<file path="config.mk">
export PLATFORM = sky130hd
export DESIGN_NAME = fetch_unit
export DESIGN_NICKNAME = d
export VERILOG_FILES = /design/src/rtl/fetch_unit.sv
export SDC_FILE = /design/constraint.sdc
export NUM_CORES = 1
export LEC_CHECK = 0
export ABC_AREA = 1
export BUFFER_PORTS_ARGS = -buffer_cell sky130_fd_sc_hd__buf_2
export CAP_MARGIN = 25
export CORE_AREA = 3 3 96 98
export CTS_CLUSTER_DIAMETER = 60
export CTS_CLUSTER_SIZE = 16
export DETAILED_ROUTE_END_ITERATION = 10
export DIE_AREA = 0 0 99 101
export GPL_TIMING_DRIVEN = 0
export HOLD_SLACK_MARGIN = 0.05
export PLACE_DENSITY_LB_ADDON = 0.25
export SYNTH_ARGS = -nofsm -noshare
export SYNTH_HDL_FRONTEND = slang
export SYNTH_SLANG_ARGS = --single-unit
</file>
<file path="constraint.sdc">
create_clock -name clk -period 4.55 [get_ports clk]
set_input_delay 0.2275 -clock clk [delete_from_list [all_inputs] [get_ports clk]]
set_output_delay 0.2275 -clock clk [all_outputs]
set_load 0.005 [all_outputs]
</file>
<file path="src/rtl/fetch_unit.sv">
// Instruction fetch unit: one-deep request/hold sequencer that owns the PC.
// Optional FETCH_COUNT_EN adds a 32-bit counter of accepted issue acknowledges.
module fetch_unit #(
    parameter logic [31:0] RESET_VECTOR = 32'h0000_0000
) (
    input  logic        clk,
    input  logic        reset,
    input  logic        PCSrc,
    input  logic [31:0] Result,
    input  logic        IssueAck,
    output logic        ImemReq,
    output logic [31:0] ImemAddr,
    input  logic        ImemReady,
    input  logic [31:0] ImemRdata,
    output logic [31:0] Instr,
    output logic        InstrValid,
    output logic [31:0] PC,
    output logic [31:0] PCPlus8,
    output logic        FetchFault
`ifdef FETCH_COUNT_EN
    ,
    output logic [31:0] FetchCount
`endif
);

    // state | meaning
    // IDLE  | one bubble after reset, no request
    // FETCH | request outstanding at PC, waiting for ImemReady
    // HOLD  | instruction held for decode, waiting for IssueAck
    // FAULT | misaligned branch target seen, halted until reset
    typedef enum logic [1:0] {
        IDLE  = 2'd0,
        FETCH = 2'd1,
        HOLD  = 2'd2,
        FAULT = 2'd3
    } state_t;

    state_t      state, state_nxt;
    logic [31:0] pc_q;
    logic [31:0] instr_q;
    logic        ack_hold;
    logic        target_misaligned;

    assign ack_hold          = (state == HOLD) && IssueAck;
    assign target_misaligned = PCSrc && (Result[1:0] != 2'b00);

    always_ff @(posedge clk) begin
        if (reset) begin
            state <= IDLE;
        end else begin
            state <= state_nxt;
        end
    end

    always_comb begin
        state_nxt = state;
        case (state)
            IDLE:  state_nxt = FETCH;
            FETCH: if (ImemReady) state_nxt = HOLD;
            HOLD:  if (IssueAck) state_nxt = target_misaligned ? FAULT : FETCH;
            FAULT: state_nxt = FAULT;
            default: state_nxt = IDLE;
        endcase
    end

    always_comb begin
        ImemReq    = 1'b0;
        InstrValid = 1'b0;
        FetchFault = 1'b0;
        case (state)
            FETCH:   ImemReq    = 1'b1;
            HOLD:    InstrValid = 1'b1;
            FAULT:   FetchFault = 1'b1;
            default: ;
        endcase
    end

    // On a faulting branch the PC keeps the address of the offending instruction.
    always_ff @(posedge clk) begin
        if (reset) begin
            pc_q    <= RESET_VECTOR;
            instr_q <= 32'h0000_0000;
        end else begin
            if ((state == FETCH) && ImemReady) begin
                instr_q <= ImemRdata;
            end
            if (ack_hold) begin
                if (!PCSrc) begin
                    pc_q <= pc_q + 32'd4;
                end else if (!target_misaligned) begin
                    pc_q <= Result;
                end
            end
        end
    end

`ifdef FETCH_COUNT_EN
    logic [31:0] fetch_count_q;

    always_ff @(posedge clk) begin
        if (reset) begin
            fetch_count_q <= 32'h0000_0000;
        end else if (ack_hold && !target_misaligned) begin
            fetch_count_q <= fetch_count_q + 32'd1;
        end
    end

    assign FetchCount = fetch_count_q;
`endif

    assign PC       = pc_q;
    assign ImemAddr = pc_q;
    assign Instr    = instr_q;
    assign PCPlus8  = pc_q + 32'd8;

endmodule

</file>
==> impl_metrics.tcl <==
set metrics [dict create \
    syn_area_sq_mm 0.00428 \
    cap_violations 0 \
    yosys.area.top_type "dfxtp_1" \
    grt_pass1_vias 4596 \
    ys_seq_elements 66 \
    viasPerCell 5.03 \
    syn_avg_cell_area_sq_um 6.54 \
    tightest_slew_ns 0.699 \
    placementRows 34 \
    area_growth_pct 31.8 \
    die_w_um 99 \
    p_leak_nw 2.81 \
    postCtsSetupBuffers 0 \
    slew_headroom_pct 53.4 \
    die_area_sq_mm 0.0100 \
    drt-initial-drc-count 329 \
    layout_common_cells "buf_2, nand2_1, nor2_1" \
    max_stage_delay_ns 0.53 \
    critical_path.startpoint_type "register" \
    cp.required_ns 4.32 \
    grt_antenna_before_repair 0 \
    synth_warnings 0 \
    finalCriticalPeriod_ns 2.41 \
    clock_path_buffers 2 \
    clock_skew_ns 0.0107 \
    critPathBufInv 2 \
    netlist_instances 654 \
    ctsResizeCount 0 \
    critPathMaxFanout 7 \
    ys_types 37 \
    cts.sinks 66 \
    crit_slowest_cell "dfxtp_1" \
    ios 200 \
    irDropWorstVdd_uv 199 \
    fin_nets 933 \
    via_count 4900 \
    core_sq_mm 0.00855 \
    grt_max_degree 13 \
    setup_ws_ns 2.14 \
    synth_nets 725 \
    clockRootBuffer "clkbuf_8" \
    min_path_type "in -> reg" \
    start_util_pct 50.1 \
    drt-wirelength-per-cell_um 14.2 \
    setup_violations 0 \
    fmax_mhz 415 \
    dr.pass1.iters 5 \
    holdBufCountCts 0 \
    crit_type "reg -> out" \
    drive_above_1_share_pct 36.0 \
    globalplace.congestion 1.02 \
    synth_ff_type "dfxtp_1" \
    critPathCaptureType "primary output" \
    synth_top_area_share_pct 30.9 \
    rsz0062_at_grt "no" \
    cp_cell_sequence "ha_1 > inv_1 > nor2_8 > nand3_2 > nor4_2 > xor2_1 > buf_2" \
    cts_made_buffers 9 \
    instances_no_fill 974 \
    dp_hpwl_mm 10.8 \
    clk_latency_ns 0.35 \
    die_h_um 101 \
    antenna_left 0 \
    synth_edf_count 0 \
    diodes 0 \
    port_buffers 197 \
    hold_violations 0 \
    cp_top_family "simple AND/OR/NAND/NOR gates" \
    report.final.slew_viol_count 0 \
    routed_wl_mm 13.8 \
    gr-total-overflow 0 \
    clkSlewWorstSetupHoldPaths_ns 0.08 \
    synth-async-reset-ratio_pct 0 \
    placed_cells 959 \
    htree_levels 3 \
    arrival_ns 2.18 \
    status "completed" \
    fin_setup_tns_ns 0 \
    ys_seq_area_share_pct 30.9 \
    dpl_worst_slack_ns 2.54 \
    powerDensity_mw_per_mm2 254 \
    period_share_pct 53.0 \
    cts_tree "done" \
    route.detailed.drc 0 \
    grt_pass1_wl_mm 21.5 \
    mostFrequentLayoutCell "buf_2" \
    track_usage_pct 26.7 \
    synthTopCellsByArea "dfxtp_1, nand2_1, nor2_1" \
]
==> state kept, by name (all words and copies together) (netlist names) <==
name / flops
ImemAddr: 32
Instr: 32
state: 2
==> routing by layer <==
layer	track usage [%]	vias up	share of wire [%]
li1	-	2452	-
met1	31.4	2174	40
met2	46.7	238	49
met3	7.06	36	9.4
met4	9.98	0	2.3
met5	0	-	0
==> through the flow <==
stage | instance area (sq um) | hold slack, ns | util [%] | total power, mW
floorplan | 4280 | 0.387 | - | 0.735
global placement | 5400 | 0.457 | 63.2 | 0.821
detailed placement | 5400 | 0.465 | 63.2 | 0.827
CTS | 5640 | 0.0991 | 66.0 | 1.44
global route | 5640 | 0.101 | 66.0 | 1.49
finish | 5640 | 0.0987 | 66.0 | 1.43
==> power breakdown <==
group          switching, mW  total, mW  internal [mW]
clock                  0.253      0.617          0.364
combinational          0.100      0.186         0.0860
sequential            0.0219      0.627          0.605
==> kinds of logic after synthesis <==
| group | count (synthesis) | share of synthesized area [%] |
|---|---|---|
| and+or+nand+nor | 362 | 38.4 |
| buffers and inverters | 108 | 13.7 |
| AOI/OAI and AO/OA | 90 | 11.2 |
| DFF | 66 | 30.9 |
| xor gates and xnor gates | 26 | 5.32 |
| adders and majority gates | 2 | 0.585 |
==> worst paths after layout <==
path               start      endpoint  slack, ns  cells after the start
max          ImemAddr[4]   PCPlus8[31]       2.14                      7
max reg2reg  ImemAddr[4]  ImemAddr[31]       2.62                     10
min reg2reg    Instr[15]     Instr[15]       0.48                      2
min                reset      state[1]        0.1                      2
==> layout make-up <==
cell class | count | area (sq um)
plain buffers | 58 | 399
clock buffers | 9 | 124
clock inverters | 6 | 115
fillers | 833 | 2910
inverters | 50 | 188
multi-input cells | 480 | 2370
flip-flops and latches | 66 | 1320
well taps | 108 | 135
repair buffers | 197 | 986
==> worst register-to-register path, delay by kind of cell, from the launching register on <==
family	cells	cell delay [ns]
AND/OR/NAND/NOR	8	0.85
buffers and inverters	1	0.12
adder cells (fa/ha/maj)	1	0.31
flip-flops	1	0.53
==> synthesized netlist by cell type, types with 2 or more instances <==
master,n
dfxtp_1,66
nor2_2,11
o21ai_1,7
ha_1,2
inv_1,40
nand2_4,4
nand2_1,138
buf_2,5
o211ai_1,4
nand3_1,39
buf_6,3
clkbuf_1,10
inv_2,10
nor3_1,2
a21oi_1,26
nor2_4,12
o21ai_0,45
a211oi_1,2
nand4_1,3
xor2_1,21
a31oi_1,2
nand2_2,12
o22ai_1,2
nor2_1,134
nand3_2,2
buf_4,37
xnor2_1,5
Power figures use the tool's default switching activity.
